===== src/rtl/wc_tile_loader.sv =====
// Serial-to-tile loader for an F(7,3) Winograd stage: gathers 9-sample tiles
// with stride 7 / overlap 2, zero-pads the tail of a row, and hands tiles off.
module wc_tile_loader #(
    parameter int W = 10
) (
    input  logic             clk,
    input  logic             rst,
    input  logic [W-1:0]     s_data,
    input  logic             s_valid,
    input  logic             s_last,
    output logic             s_ready,
    output logic [9*W-1:0]   D,
    output logic             t_valid,
    input  logic             t_ready,
    output logic             t_last,
    output logic [7:0]       t_idx
);

    typedef enum logic [1:0] {
        FILL = 2'd0,
        PAD  = 2'd1,
        HOLD = 2'd2
    } state_t;

    state_t       state_r;
    state_t       state_s;
    logic [W-1:0] win_r [0:8];
    logic [3:0]   cnt_r;
    logic         pending_last_r;
    logic [7:0]   idx_r;
    logic         ready_r;
    logic         accept_s;

    // ready_r mirrors "state is FILL" but is held low while rst is asserted
    assign accept_s = s_valid & ready_r;

    // State register
    always_ff @(posedge clk or posedge rst) begin
        if (rst) begin
            state_r <= FILL;
        end else begin
            state_r <= state_s;
        end
    end

    // Next-state decode
    always_comb begin
        state_s = state_r;
        case (state_r)
            FILL: begin
                if (accept_s) begin
                    if (cnt_r == 4'd8) begin
                        state_s = HOLD;
                    end else if (s_last) begin
                        state_s = PAD;
                    end else begin
                        state_s = FILL;
                    end
                end else begin
                    state_s = FILL;
                end
            end
            PAD: begin
                if (cnt_r == 4'd8) begin
                    state_s = HOLD;
                end else begin
                    state_s = PAD;
                end
            end
            HOLD: begin
                if (t_ready) begin
                    state_s = FILL;
                end else begin
                    state_s = HOLD;
                end
            end
            default: state_s = FILL;
        endcase
    end

    // Registered input-side ready, derived from the upcoming state
    always_ff @(posedge clk or posedge rst) begin
        if (rst) begin
            ready_r <= 1'b0;
        end else begin
            ready_r <= (state_s == FILL);
        end
    end

    // Window, fill count, row-end flag and tile index
    always_ff @(posedge clk or posedge rst) begin
        if (rst) begin
            for (int k = 0; k < 9; k++) begin
                win_r[k] <= '0;
            end
            cnt_r          <= 4'd0;
            pending_last_r <= 1'b0;
            idx_r          <= 8'd0;
        end else begin
            case (state_r)
                FILL: begin
                    if (accept_s) begin
                        win_r[cnt_r] <= s_data;
                        cnt_r        <= cnt_r + 4'd1;
                        if (s_last) begin
                            pending_last_r <= 1'b1;
                        end
                    end
                end
                PAD: begin
                    win_r[cnt_r] <= '0;
                    cnt_r        <= cnt_r + 4'd1;
                end
                HOLD: begin
                    if (t_ready) begin
                        if (pending_last_r) begin
                            // Row finished: start the next row from a clean window
                            for (int k = 0; k < 9; k++) begin
                                win_r[k] <= '0;
                            end
                            cnt_r          <= 4'd0;
                            idx_r          <= 8'd0;
                            pending_last_r <= 1'b0;
                        end else begin
                            win_r[0] <= win_r[7];
                            win_r[1] <= win_r[8];
                            cnt_r    <= 4'd2;
                            idx_r    <= idx_r + 8'd1;
                        end
                    end
                end
                default: begin
                    cnt_r <= 4'd0;
                end
            endcase
        end
    end

    // Element 0 (oldest) lands in the MSBs
    for (genvar k = 0; k < 9; k++) begin : g_pack
        assign D[9*W-1-k*W -: W] = win_r[k];
    end

    assign s_ready = ready_r;
    assign t_valid = (state_r == HOLD);
    assign t_last  = (state_r == HOLD) & pending_last_r;
    assign t_idx   = idx_r;

endmodule


===== config.mk =====
export PLATFORM = sky130hd
export DESIGN_NAME = wc_tile_loader
export DESIGN_NICKNAME = d
export VERILOG_FILES = /design/src/rtl/wc_tile_loader.sv
export SDC_FILE = /design/constraint.sdc
export NUM_CORES = 1
export LEC_CHECK = 0
export CELL_PAD_IN_SITES_DETAIL_PLACEMENT = 0
export CELL_PAD_IN_SITES_GLOBAL_PLACEMENT = 1
export CORE_MARGIN = 3
export CORE_UTILIZATION = 42
export CTS_CLUSTER_DIAMETER = 40
export DETAILED_ROUTE_END_ITERATION = 16
export GPL_ROUTABILITY_DRIVEN = 0
export GPL_TIMING_DRIVEN = 0
export PLACE_DENSITY = 0.82
export SYNTH_ARGS = -nofsm -noshare
export SYNTH_HDL_FRONTEND = slang
export SYNTH_SLANG_ARGS = --single-unit

===== constraint.sdc =====
create_clock -name clk -period 5.6 [get_ports clk]
set_clock_uncertainty 0.2 [all_clocks]
set_input_delay 0.84 -clock clk [delete_from_list [all_inputs] [get_ports clk]]
set_output_delay 0.84 -clock clk [all_outputs]
set_load 0.005 [all_outputs]

==> results.md, run 1 <==
Status:
- The run finished with clean final reports.

Global routing:
- The first global-routing pass estimated 19450 microns of wire.
- The initial antenna violation count is 0.
- The maximum number of pins on one net before global-route repair is 60.
- For this run, global-route usage on met2 was measured as a little under a third.
- The total overflow left after global routing is 0.
- Global routing used 28.71% of the available met1 tracks.
- The most crowded layer after global routing is met2.
- The global-route usage over all layers is 19.72%.
- The via count of the first global-routing pass came to between 3000 and 4000.
- The global routing usage on met3 is roughly 2.8%.

Worst setup path:
- On the worst path, the slowest cell contributes a delay of approximately 0.5 ns.
- The type of the worst setup path is reg -> out.
- STA puts the critical path data arrival time at approximately 1.9 ns.
- The worst path required time is between 4 and 5 ns.
- The largest individual stage delay along the critical path comes from the cell sky130_fd_sc_hd__clkdlybuf4s50_1.
- The largest fanout of any net on the critical path is 9.
- The worst register-to-register path begins at state_r[0].
- The worst setup path startpoint is state_r[0].
- STA classifies the critical path startpoint as a flop.
- Traced cell by cell, the critical path runs through inv_1 > ha_1 > and2_1 > clkdlybuf4s50_1.
- The sort of element at the end of the critical path is a primary output.

Finish:
- From synthesis to final layout, the design area changed by 33.69%.
- Cells with a size suffix above 1 make up 11.79% of the layout.
- The number of antenna diodes in the final layout is 0.
- The final non-filler cell total is between 600 and 700.
- The number of nets at the end of the flow is ~510.
- Fill cells in the final layout number approximately 920.

Detailed routing:
- Once detail routing completed, the nets flagged for antenna violations numbered 0.
- The via count is around 3500.
- In the final routed layout, each cell accounts on average for about 20 microns.
- In the routed layout, each cell is associated on average with a via count of ~5.6.
- The first routing iteration left about 180 violations.
- Summed over all layers, the routed wires come to approximately 12000 microns.
- The number of remaining DRC errors is 0.
- The first detailed-routing pass took 5 iterations.

Yosys:
- During synthesis, Yosys emitted a total of 0 warnings.
- The number of synthesized register bits is around 110.
- After synthesis the cells add up to approximately 4700 sq um.
- The synthesized design contains 0 enable-type register cells.
- The number of instances in the synthesized netlist is 360.
- The prevailing post-synth register cell is sky130_fd_sc_hd__dfrtp_1.
- For this run, the register share of the synthesized area comes to a little under three fifths.
- The mean post-synth cell area is 13.05 sq um.
- In this run, distinct cell masters in the synthesized netlist total 41.
- The synthesized netlist net count is 385.
- Of all flip-flops after synthesis, the portion carrying an async set or reset was 100.0%.

Clock tree:
- Gates resized during post-CTS repair numbered 0.
- The clock tree from TritonCTS is yes.
- The H-tree was split into 3 levels.
- The number of hold-repair buffers added at the cts stage is 0.
- The clock drives between 100 and 150 sinks.
- Once the clock tree was built, the setup fixing pass inserted 0 buffers.
- The clock transition at the registers of the reported paths is about 0.09 ns.
- In this run the clock root is driven by a sky130_fd_sc_hd__clkbuf_8.
- The worst-skew pair later-pin latency is between 0.3 and 0.4 ns.
- The number of clock buffers added by TritonCTS is 9.
- The maximum number of buffers from clock root to sink is 2.

Floorplan:
- The width of the chip is 111.8 microns.
- Row generation in the floorplan step produced 37 rows.
- 116 I/O pins were placed.
- For this configuration, the core starts out at a cell density of between 40 and 50%.
- Measured along the y axis, the die boundary spans ~110 microns.
- The core footprint is ~11000 sq um.
- The die covers ~12000 sq um.

Timing:
- Across all setup checks in the final design, the least slack found is 2.687 ns.
- The relative max-transition margin is 48.33%.
- The final number of hold-violating endpoints is 0.
- The minimum clock period after layout is 2.913 ns.
- The final total negative setup slack is 0 ns.
- Setup repair after global routing left no endpoint under its margin.
- The fmax is 0.3433 GHz.
- The period utilization is 52.02%.
- The number of endpoints failing setup at the final stage is 0.
- The total count of max-transition violations in the final report is 0.
- For the pin with the worst max-slew slack, the measured transition is about 0.77 ns.

Min path:
- The path class of the tightest hold or removal check is reg -> reg.

Placed design:
- The worst-case setup slack after placement is 2.550 ns.
- In this run the tool buffered the top-level ports with approximately 120 buffer cells.
- The HPWL reported at the end of detailed placement is about 9000 microns.
- The instance count after placement with tap cells included is roughly 600.

Power:
- For this design the static power due to leakage is ~2.6 nW.
- For this design the ratio of total power to cell area is between 500 and 600 nW/um^2.
- IR analysis of the VDD net gives a maximum drop of roughly 0.20 mV.

Flow run:
- Across the run, the number of max-cap violations was 0.
-- cells in the final DEF (no fill, tap or decap), types with 3 or more instances in the layout --
cell,instances
sky130_fd_sc_hd__clkdlybuf4s50_1,115
sky130_fd_sc_hd__dfrtp_1,106
sky130_fd_sc_hd__o2bb2ai_1,90
sky130_fd_sc_hd__a21oi_1,26
sky130_fd_sc_hd__nor2b_1,12
sky130_fd_sc_hd__and2_1,11
sky130_fd_sc_hd__clkbuf_8,10
sky130_fd_sc_hd__o21ai_0,10
sky130_fd_sc_hd__ha_1,10
sky130_fd_sc_hd__nor2_1,8
sky130_fd_sc_hd__or2b_4,8
sky130_fd_sc_hd__o21ai_2,8
sky130_fd_sc_hd__nand2_1,8
sky130_fd_sc_hd__nand2_8,7
sky130_fd_sc_hd__nand2b_1,5
sky130_fd_sc_hd__nor3_1,4
sky130_fd_sc_hd__xor2_1,4
sky130_fd_sc_hd__nand3_1,4
sky130_fd_sc_hd__inv_1,4
sky130_fd_sc_hd__o21ai_4,3
sky130_fd_sc_hd__clkbuf_1,3
sky130_fd_sc_hd__and3_1,3
sky130_fd_sc_hd__nand4_1,3
-- Yosys cell counts (2+ instances only) --
cell type                     n  share of area (%)
sky130_fd_sc_hd__nand2_8      7                3.0
sky130_fd_sc_hd__nand2_1      8               0.64
sky130_fd_sc_hd__nor2b_1     12                1.6
sky130_fd_sc_hd__clkbuf_1     3               0.24
sky130_fd_sc_hd__xor2_1       4               0.75
sky130_fd_sc_hd__nand3_1      4               0.43
sky130_fd_sc_hd__and2_1      11                1.5
sky130_fd_sc_hd__o21ai_4      3                1.0
sky130_fd_sc_hd__nand2b_1     5               0.67
sky130_fd_sc_hd__nand4_1      3               0.40
sky130_fd_sc_hd__inv_1        5               0.40
sky130_fd_sc_hd__and3_1       3               0.40
sky130_fd_sc_hd__o21ai_0     10                1.1
sky130_fd_sc_hd__o2bb2ai_1   90                 17
sky130_fd_sc_hd__nor2_1       8               0.64
sky130_fd_sc_hd__nor3_1       4               0.43
sky130_fd_sc_hd__o21ai_2      8                1.5
sky130_fd_sc_hd__ha_1        10                2.7
sky130_fd_sc_hd__a21oi_1     26                2.8
sky130_fd_sc_hd__or2b_4       8                1.9
sky130_fd_sc_hd__o31ai_1      2               0.32
sky130_fd_sc_hd__dfrtp_1    106                 56
sky130_fd_sc_hd__or2b_2       2               0.37
-- metal layers --
| layer | vias up | share of wire (%) |
|---|---|---|
| li1 | 1636 | - |
| met1 | 1741 | 46 |
| met2 | 113 | 47 |
| met3 | 16 | 5.0 |
| met4 | 0 | 1.8 |
| met5 | - | 0 |
-- through the flow --
stage	instance area, sq um	utilization [%]	total power [mW]	hold slack, ns
final	6281	59.25	3.290	0.2978
after global routing	6281	59.25	3.484	0.3110
after CTS	6281	59.25	3.317	0.3003
after detailed placement	6050	57.06	2.775	0.2739
after global placement	6020	56.78	2.736	0.2734
after floorplan	4698	-	2.012	0.2794
-- layout make-up --
cell class | count | area, sq um | share of cell area [%]
inverter | 5 | 21.27 | 0.3386
clock inverter | 7 | 107.6 | 1.713
clock buffer | 9 | 123.9 | 1.972
buffer | 8 | 75.07 | 1.195
multi-input combinational | 241 | 1952 | 31.08
tap | 136 | 170.2 | 2.709
sequential | 106 | 2653 | 42.23
timing repair buffer | 116 | 1179 | 18.76
-- where the power goes --
group	switching [mW]	internal [mW]	leakage, nW
Clock	0.274	0.260	0.114
Sequential	0.201	1.03	1.42
Combinational	0.718	0.809	1.04
Total	1.19	2.10	2.57
-- path summary, 6_finish.rpt --
kind	end	cells after the start	slack, ns
min in group asynchronous	async pin	2	0.75
worst min-delay path	flop	1	0.30
worst max-delay path	t_last	4	2.69
max in group asynchronous	async pin	3	3.76
worst min register to register	flop	1	0.30
worst max register to register	flop	6	3.12
-- worst max-delay path: cells and delay by family (launching register included) --
| kind | cells | cell delay, ns |
|---|---|---|
| adder cells (fa/ha/maj) | 1 | 0.31 |
| buffers and inverters | 2 | 0.60 |
| flip-flops | 1 | 0.43 |
| AND/OR/NAND/NOR | 1 | 0.18 |
-- kinds of logic after synthesis --
| group | after synthesis | synth area share, % |
|---|---|---|
| flops | 106 | 56.46 |
| simple gates | 81 | 13.21 |
| fa+ha+maj | 10 | 2.663 |
| xor+xnor | 4 | 0.7456 |
| compound gates | 146 | 24.93 |
| buf+inv | 13 | 1.997 |
(Power assumes the default switching activity.)
==> run 2, diff against run 1 <==
CORE_UTILIZATION = 39   (was 42)
PLACE_DENSITY = 0.76   (was 0.82)
clock period = 2.9 ns   (was 5.6 ns; I/O delays follow)
==> results.md, run 2 (synthesized netlist as in run 1, its figures left out) <==
Finish:
- The number of diodes is 0 (unchanged).
- The share of cells above drive strength 1 is 11.97% (+0.18 points).
- The area overhead of the layout relative to synthesis is 35.82%.
- The most common library cell in the layout ignoring fill and taps is sky130_fd_sc_hd__clkdlybuf4s50_1.
- The combined flip-flop and latch cell area is 2653 sq um (unchanged).
- The number of nets at the end of the flow is 513 (+0.20%).
- The final non-filler cell total is 636 (+1.3%).
- The multi-input gate area in the final layout is 1952 sq um (unchanged).
- The final design instance area without fill was 6381 sq um (+1.6%).
- The end-of-flow core utilization is 54.95% (-4.3 points).
- The final-layout fill cell count is 1038 (+13%).
- In the layout the commonest cells are sky130_fd_sc_hd__clkdlybuf4s50_1, sky130_fd_sc_hd__dfrtp_1, sky130_fd_sc_hd__o2bb2ai_1.

Global routing:
- The via count of the first global-routing pass is 3507 (+2.6%).
- The maximum number of pins on one net before global-route repair is 42 (-30%).
- The global-route usage over all layers came to 19.56% (-0.16 points).
- The initial antenna violation count is 0 (unchanged).
- The global-route wire length before repair is 20170 microns (+3.7%).
- The sum of overflow across all layers after global routing is 0 (unchanged).

Clock tree:
- The number of hold-repair buffers added at the cts stage is 0 (unchanged).
- The maximum number of buffers from clock root to sink is 2 (unchanged).
- Clock tree synthesis selected as its root buffer the cell sky130_fd_sc_hd__clkbuf_16.
- The number of buffers inserted during clock tree synthesis was 9 (unchanged).
- The worst-skew pair later-pin latency is 0.34 ns (-0.03 ns).
- The buffer count from post-CTS setup fixing was 0 (unchanged).
- The post-cts resize count is 0 (unchanged).
- The number of sinks driven by the clock tree is 106 (unchanged).
- The clock transition at the registers of the reported paths is 0.08 ns (about the same).
- The H-tree depth reported by CTS is 3 (unchanged).
- TritonCTS built the clock tree.

Timing:
- The slew at the pin closest to its max-slew limit is 0.7612 ns (-0.008047 ns).
- The final critical path takes up 85.94% of the cycle.
- The final total negative setup slack is 0 ns (unchanged).
- The final number of hold-violating endpoints is 0 (unchanged).
- The number of endpoints failing setup at the final stage is 0 (unchanged).
- The final hold slack is 0.2881 ns (-0.009721 ns).
- The final worst setup slack is 0.4079 ns (-2.279 ns).
- Setup repair after global routing left no endpoint under its margin.
- The minimum clock period after layout is 2.492 ns.
- The total count of max-transition violations in the final report is 0 (unchanged).
- The relative max-transition margin is 48.87% (+0.54 points).
- The fmax is 0.4013 GHz.

Worst setup path:
- The largest stage delay on the critical path is 0.60 ns (+0.10 ns).
- Traced cell by cell, the critical path runs through inv_1 > ha_1 > nor2b_1 > nor3_1 > o21ai_2 > o2bb2ai_1.
- The slack of the worst reg-to-reg path is 0.41 ns (-2.71 ns).
- The depth of the worst register-to-register path is 6 (unchanged).
- The startpoint of the worst register-to-register path is state_r[0].
- The worst path required time is 2.91 ns (-1.65 ns).
- Tracing the worst setup path back leads to its startpoint at state_r[0].
- The type of the worst setup path is reg -> reg.
- The combined buffer and inverter count along the critical path was 1 (-1).
- Broken down by cell family, the worst path's largest delay share belongs to simple AND/OR/NAND/NOR gates.
- The largest fanout of any net on the critical path is 10 (+1).
- The slowest stage of the critical path is the sky130_fd_sc_hd__nor3_1 cell.
- The worst endpoint data arrival time is 2.51 ns (+0.64 ns).
- The critical path launch point type is a flop.
- The number of gates on the worst path with buffers counted is 6 (+2).
- The worst setup path is captured at a flop.

Floorplan:
- The core footprint came to 11610 sq um (+9.5%).
- The die outline area is 13400 sq um (+7.3%).
- The initial standard-cell utilization of the core came to 40.45% (-3.9 points).
- The width of the chip is 115.8 microns (+3.6%).
- The row count was 39 (+5.4%).
- The number of top-level pins came to 116 (unchanged).
- The die outline height came to 115.8 microns (+3.6%).

Power:
- The peak ir drop on the vdd network was 0.3431 mV (+74%).
- The power consumption is 6.611 mW (+100%).
- The power density of the placed cells came to 1036 nW/um^2 (+98%).
- The leakage dissipation is 2.608 nW (+1.4%).

Placed design:
- The instance area after placement is 6072 sq um (+0.37%).
- The worst-case setup slack after placement is 0.2264 ns (-2.324 ns).
- The port buffer count is 115 (unchanged).
- The instance count after placement with tap cells included was 620 (+1.3%).
- The HPWL reported at the end of detailed placement is 9032 microns (+2.3%).

Detailed routing:
- The average vias per placed instance was 5.418 (-2.9%).
- The remaining antenna violation count is 0 (unchanged).
- The number of remaining DRC errors came to 0 (unchanged).
- The routed length per placed instance is 19.97 microns (+1.9%).
- The total detailed-routing wirelength is 12700 microns (+3.2%).
- The first-iteration detailed-routing DRC count is 269 (+46%).
- The number of iterations in the first detailed-routing pass is 4 (-1).
- The via count is 3446 (-1.7%).

Flow run:
- The number of violations of the max-capacitance limit is 0 (unchanged).

Status:
- The run finished with clean final reports.

Min path:
- The class of the worst hold path is reg -> reg.
- The hold-critical path depth was 1 (unchanged).
==> run 2: cell types whose count changed in the layout (fill, tap and decap cells not counted), moves of 2 or more <==
cell / delta
sky130_fd_sc_hd__clkbuf_8: -9
sky130_fd_sc_hd__clkbuf_16: +9
sky130_fd_sc_hd__buf_12: +2
sky130_fd_sc_hd__inv_6: +2
==> run 2: how the worst min path moves through the flow <==
stage / startpoint / endpoint
after floorplan: flop / flop
after global placement: flop / flop
after detailed placement: flop / flop
after CTS: flop / flop
after global routing: flop / flop
final: flop / flop
==> run 2: area by class of cell <==
class / count / share of cell area (%)
Multi-Input combinational cell: 241 / 30.59
Clock inverter: 7 / 1.314
Timing Repair Buffer: 117 / 18.67
Tap cell: 143 / 2.804
Inverter: 5 / 0.3529
Clock buffer: 9 / 3.529
Sequential cell: 106 / 41.57
Buffer: 8 / 1.176
==> run 2: per-layer routing <==
metal | share of wire, % | vias to the layer above | global-route usage [%]
li1 | - | 1620 | -
met1 | 46 | 1733 | 28.62
met2 | 48 | 82 | 30.44
met3 | 4.7 | 11 | 2.768
met4 | 1.4 | 0 | 5.955
met5 | 0 | - | 0
==> run 2: power by group <==
part	internal, mW	total [mW]	leakage, nW	switching (mW)
sequential	1.99	2.37	1.42	0.382
combinational	1.56	2.97	1.04	1.40
clock	0.687	1.27	0.149	0.586
==> run 3, diff against run 2 <==
GPL_TIMING_DRIVEN = 1   (was 0)
==> results.md, run 3 (synthesized netlist as in run 1, its figures left out) <==
Global routing:
- The global-route usage over all layers is 19.31% (-0.25 points).
- The via count of the first global-routing pass was 3412 (-2.7%).
- The initial antenna violation count is 0 (unchanged).
- The sum of overflow across all layers after global routing came to 0 (unchanged).
- The maximum number of pins on one net before global-route repair came to 107 (+150%).
- The global-route wire length before repair is 19580 microns (-2.9%).

Clock tree:
- The number of sinks driven by the clock tree is 106 (unchanged).
- The cell chosen for the clock root is sky130_fd_sc_hd__clkbuf_16.
- The worst-skew pair later-pin latency came to 0.35 ns (about the same).
- The clock tree from TritonCTS is yes.
- The buffer count from post-CTS setup fixing was 0 (unchanged).
- The number of buffers inserted during clock tree synthesis was 9 (unchanged).
- The clock transition at the registers of the reported paths is 0.07 ns (about the same).
- The number of hold-repair buffers added at the cts stage is 0 (unchanged).
- The maximum number of buffers from clock root to sink is 2 (unchanged).
- The H-tree depth reported by CTS is 3 (unchanged).
- The post-cts resize count was 0 (unchanged).

Worst setup path:
- The worst endpoint data arrival time was 1.84 ns (-0.67 ns).
- The cell family contributing the most delay on the critical path is buffers and inverters.
- The critical path launch point type is a flop.
- In this run the critical register-to-register path is launched from state_r[0].
- The critical path in this run is classified as reg -> out.
- The worst setup path is captured at a primary output.
- The combined buffer and inverter count along the critical path is 2 (+1).
- The critical path goes through inv_1 > ha_1 > and2_1 > clkdlybuf4s50_1.
- The largest stage delay on the critical path came to 0.49 ns (-0.11 ns).
- The slowest stage of the critical path is the sky130_fd_sc_hd__clkdlybuf4s50_1 cell.
- The worst path required time is 2.27 ns (-0.64 ns).
- The largest fanout of any net on the critical path is 9 (-1).
- The critical path starts at state_r[0].

Placed design:
- The worst-case setup slack after placement came to 0.4762 ns (+0.2498 ns).
- The port buffer count is 115 (unchanged).
- The HPWL reported at the end of detailed placement is 8719 microns (-3.5%).

Timing:
- Setup repair after global routing left no endpoint under its margin.
- The fmax is 0.4036 GHz (+0.58%).
- The final worst setup slack was 0.4222 ns (+0.01430 ns).
- The slew at the pin closest to its max-slew limit is 0.5830 ns (-0.1782 ns).
- The final total negative setup slack is 0 ns (unchanged).
- The number of endpoints failing setup at the final stage is 0 (unchanged).
- The period utilization is 85.44% (-0.49 points).
- The relative max-transition margin is 61.14% (+12 points).
- The final number of hold-violating endpoints is 0 (unchanged).
- The minimum clock period after layout is 2.478 ns (-0.01430 ns).
- The total count of max-transition violations in the final report was 0 (unchanged).

Floorplan:
- The row count came to 39 (unchanged).
- The initial standard-cell utilization of the core is 40.45% (unchanged).
- The core footprint came to 11610 sq um (unchanged).
- The die outline height is 115.8 microns (unchanged).
- The number of top-level pins is 116 (unchanged).
- The width of the chip was 115.8 microns (unchanged).
- The die outline area is 13400 sq um (unchanged).

Finish:
- The number of diodes is 0 (unchanged).
- The combined flip-flop and latch cell area came to 2653 sq um (unchanged).
- In the layout the commonest cells are sky130_fd_sc_hd__clkdlybuf4s50_1, sky130_fd_sc_hd__dfrtp_1, sky130_fd_sc_hd__o2bb2ai_1.
- The most common library cell in the layout ignoring fill and taps is sky130_fd_sc_hd__clkdlybuf4s50_1.
- The number of nets at the end of the flow came to 508 (-0.97%).
- The share of cells above drive strength 1 is 11.48% (-0.49 points).
- The area overhead of the layout relative to synthesis is 34.03%.
- The multi-input gate area in the final layout is 1952 sq um (unchanged).
- The final-layout fill cell count is 1036 (-0.19%).

Status:
- The flow ran to the end, and the final reports show no timing, DRC or antenna violations.

Detailed routing:
- The via count is 3432 (-0.41%).
- The remaining antenna violation count is 0 (unchanged).
- The number of remaining DRC errors is 0 (unchanged).
- The total detailed-routing wirelength was 12510 microns (-1.5%).
- The number of iterations in the first detailed-routing pass is 4 (unchanged).
- The average vias per placed instance is 5.439 (+0.38%).
- The first-iteration detailed-routing DRC count is 308 (+14%).
- The routed length per placed instance is 19.83 microns (-0.71%).

Power:
- The leakage dissipation is 2.577 nW (-1.2%).
- The peak ir drop on the vdd network came to 0.3486 mV (+1.6%).
- The power density of the placed cells is 1022 nW/um^2 (-1.3%).

Flow run:
- The number of violations of the max-capacitance limit came to 0 (unchanged).

Min path:
- The path class of the tightest hold or removal check is reg -> reg.
==> run 3: cell count changes in the layout (fill, tap and decap cells not counted), sizes merged <==
cell	delta
clkbuf	-3
clkinv	+3
inv	-2
bufinv	-1
clkdlybuf4s50	-1
clkinvlp	-1
==> run 3: stage by stage <==
| step | hold WS [ns] | area (sq um) | instances | total power, mW | utilization [%] |
|---|---|---|---|---|---|
| detailed placement | 0.2743 | 6020 | 615 | 5.329 | 51.83 |
| floorplan | 0.2794 | 4702 | 360 | 3.885 | - |
| CTS | 0.2952 | 6297 | 631 | 6.499 | 54.22 |
| global placement | 0.2714 | 6020 | 615 | 5.274 | 51.83 |
| finish | 0.2887 | 6297 | 631 | 6.437 | 54.22 |
| global route | 0.3057 | 6297 | 631 | 6.841 | 54.22 |
==> run 3: final timing paths <==
kind                              to  slack (ns)  cells after the start
hold / removal                  flop        0.29                      1
setup / recovery              t_last        0.42                      4
min in group asynchronous  async pin        0.37                      3
setup reg to reg                flop        0.64                      7
max in group asynchronous  async pin        1.66                      3
hold reg to reg                 flop        0.29                      1
==> run 3: where the power goes <==
part	switching [mW]	leakage, nW	internal [mW]
clock network	0.560	0.137	0.593
logic	1.38	1.02	1.53
registers	0.388	1.42	1.99
total	2.32	2.58	4.11
==> run 3: final cells by class <==
type	count	area share (%)
repair buffers	120	19.27
inverters	5	0.3576
clock inverters	6	0.7749
clock buffers	10	3.636
well taps	143	2.841
multi-input cells	241	31.00
flip-flops and latches	106	42.12
==> run 3: per-layer routing <==
| layer | up-vias | global-route usage [%] | wire length (microns) |
|---|---|---|---|
| li1 | 1622 | - | - |
| met3 | 9 | 3.655 | 554 |
| met2 | 81 | 30.21 | 6025 |
| met4 | 0 | 5.646 | 117 |
| met5 | - | 0 | 0 |
| met1 | 1720 | 27.62 | 5816 |
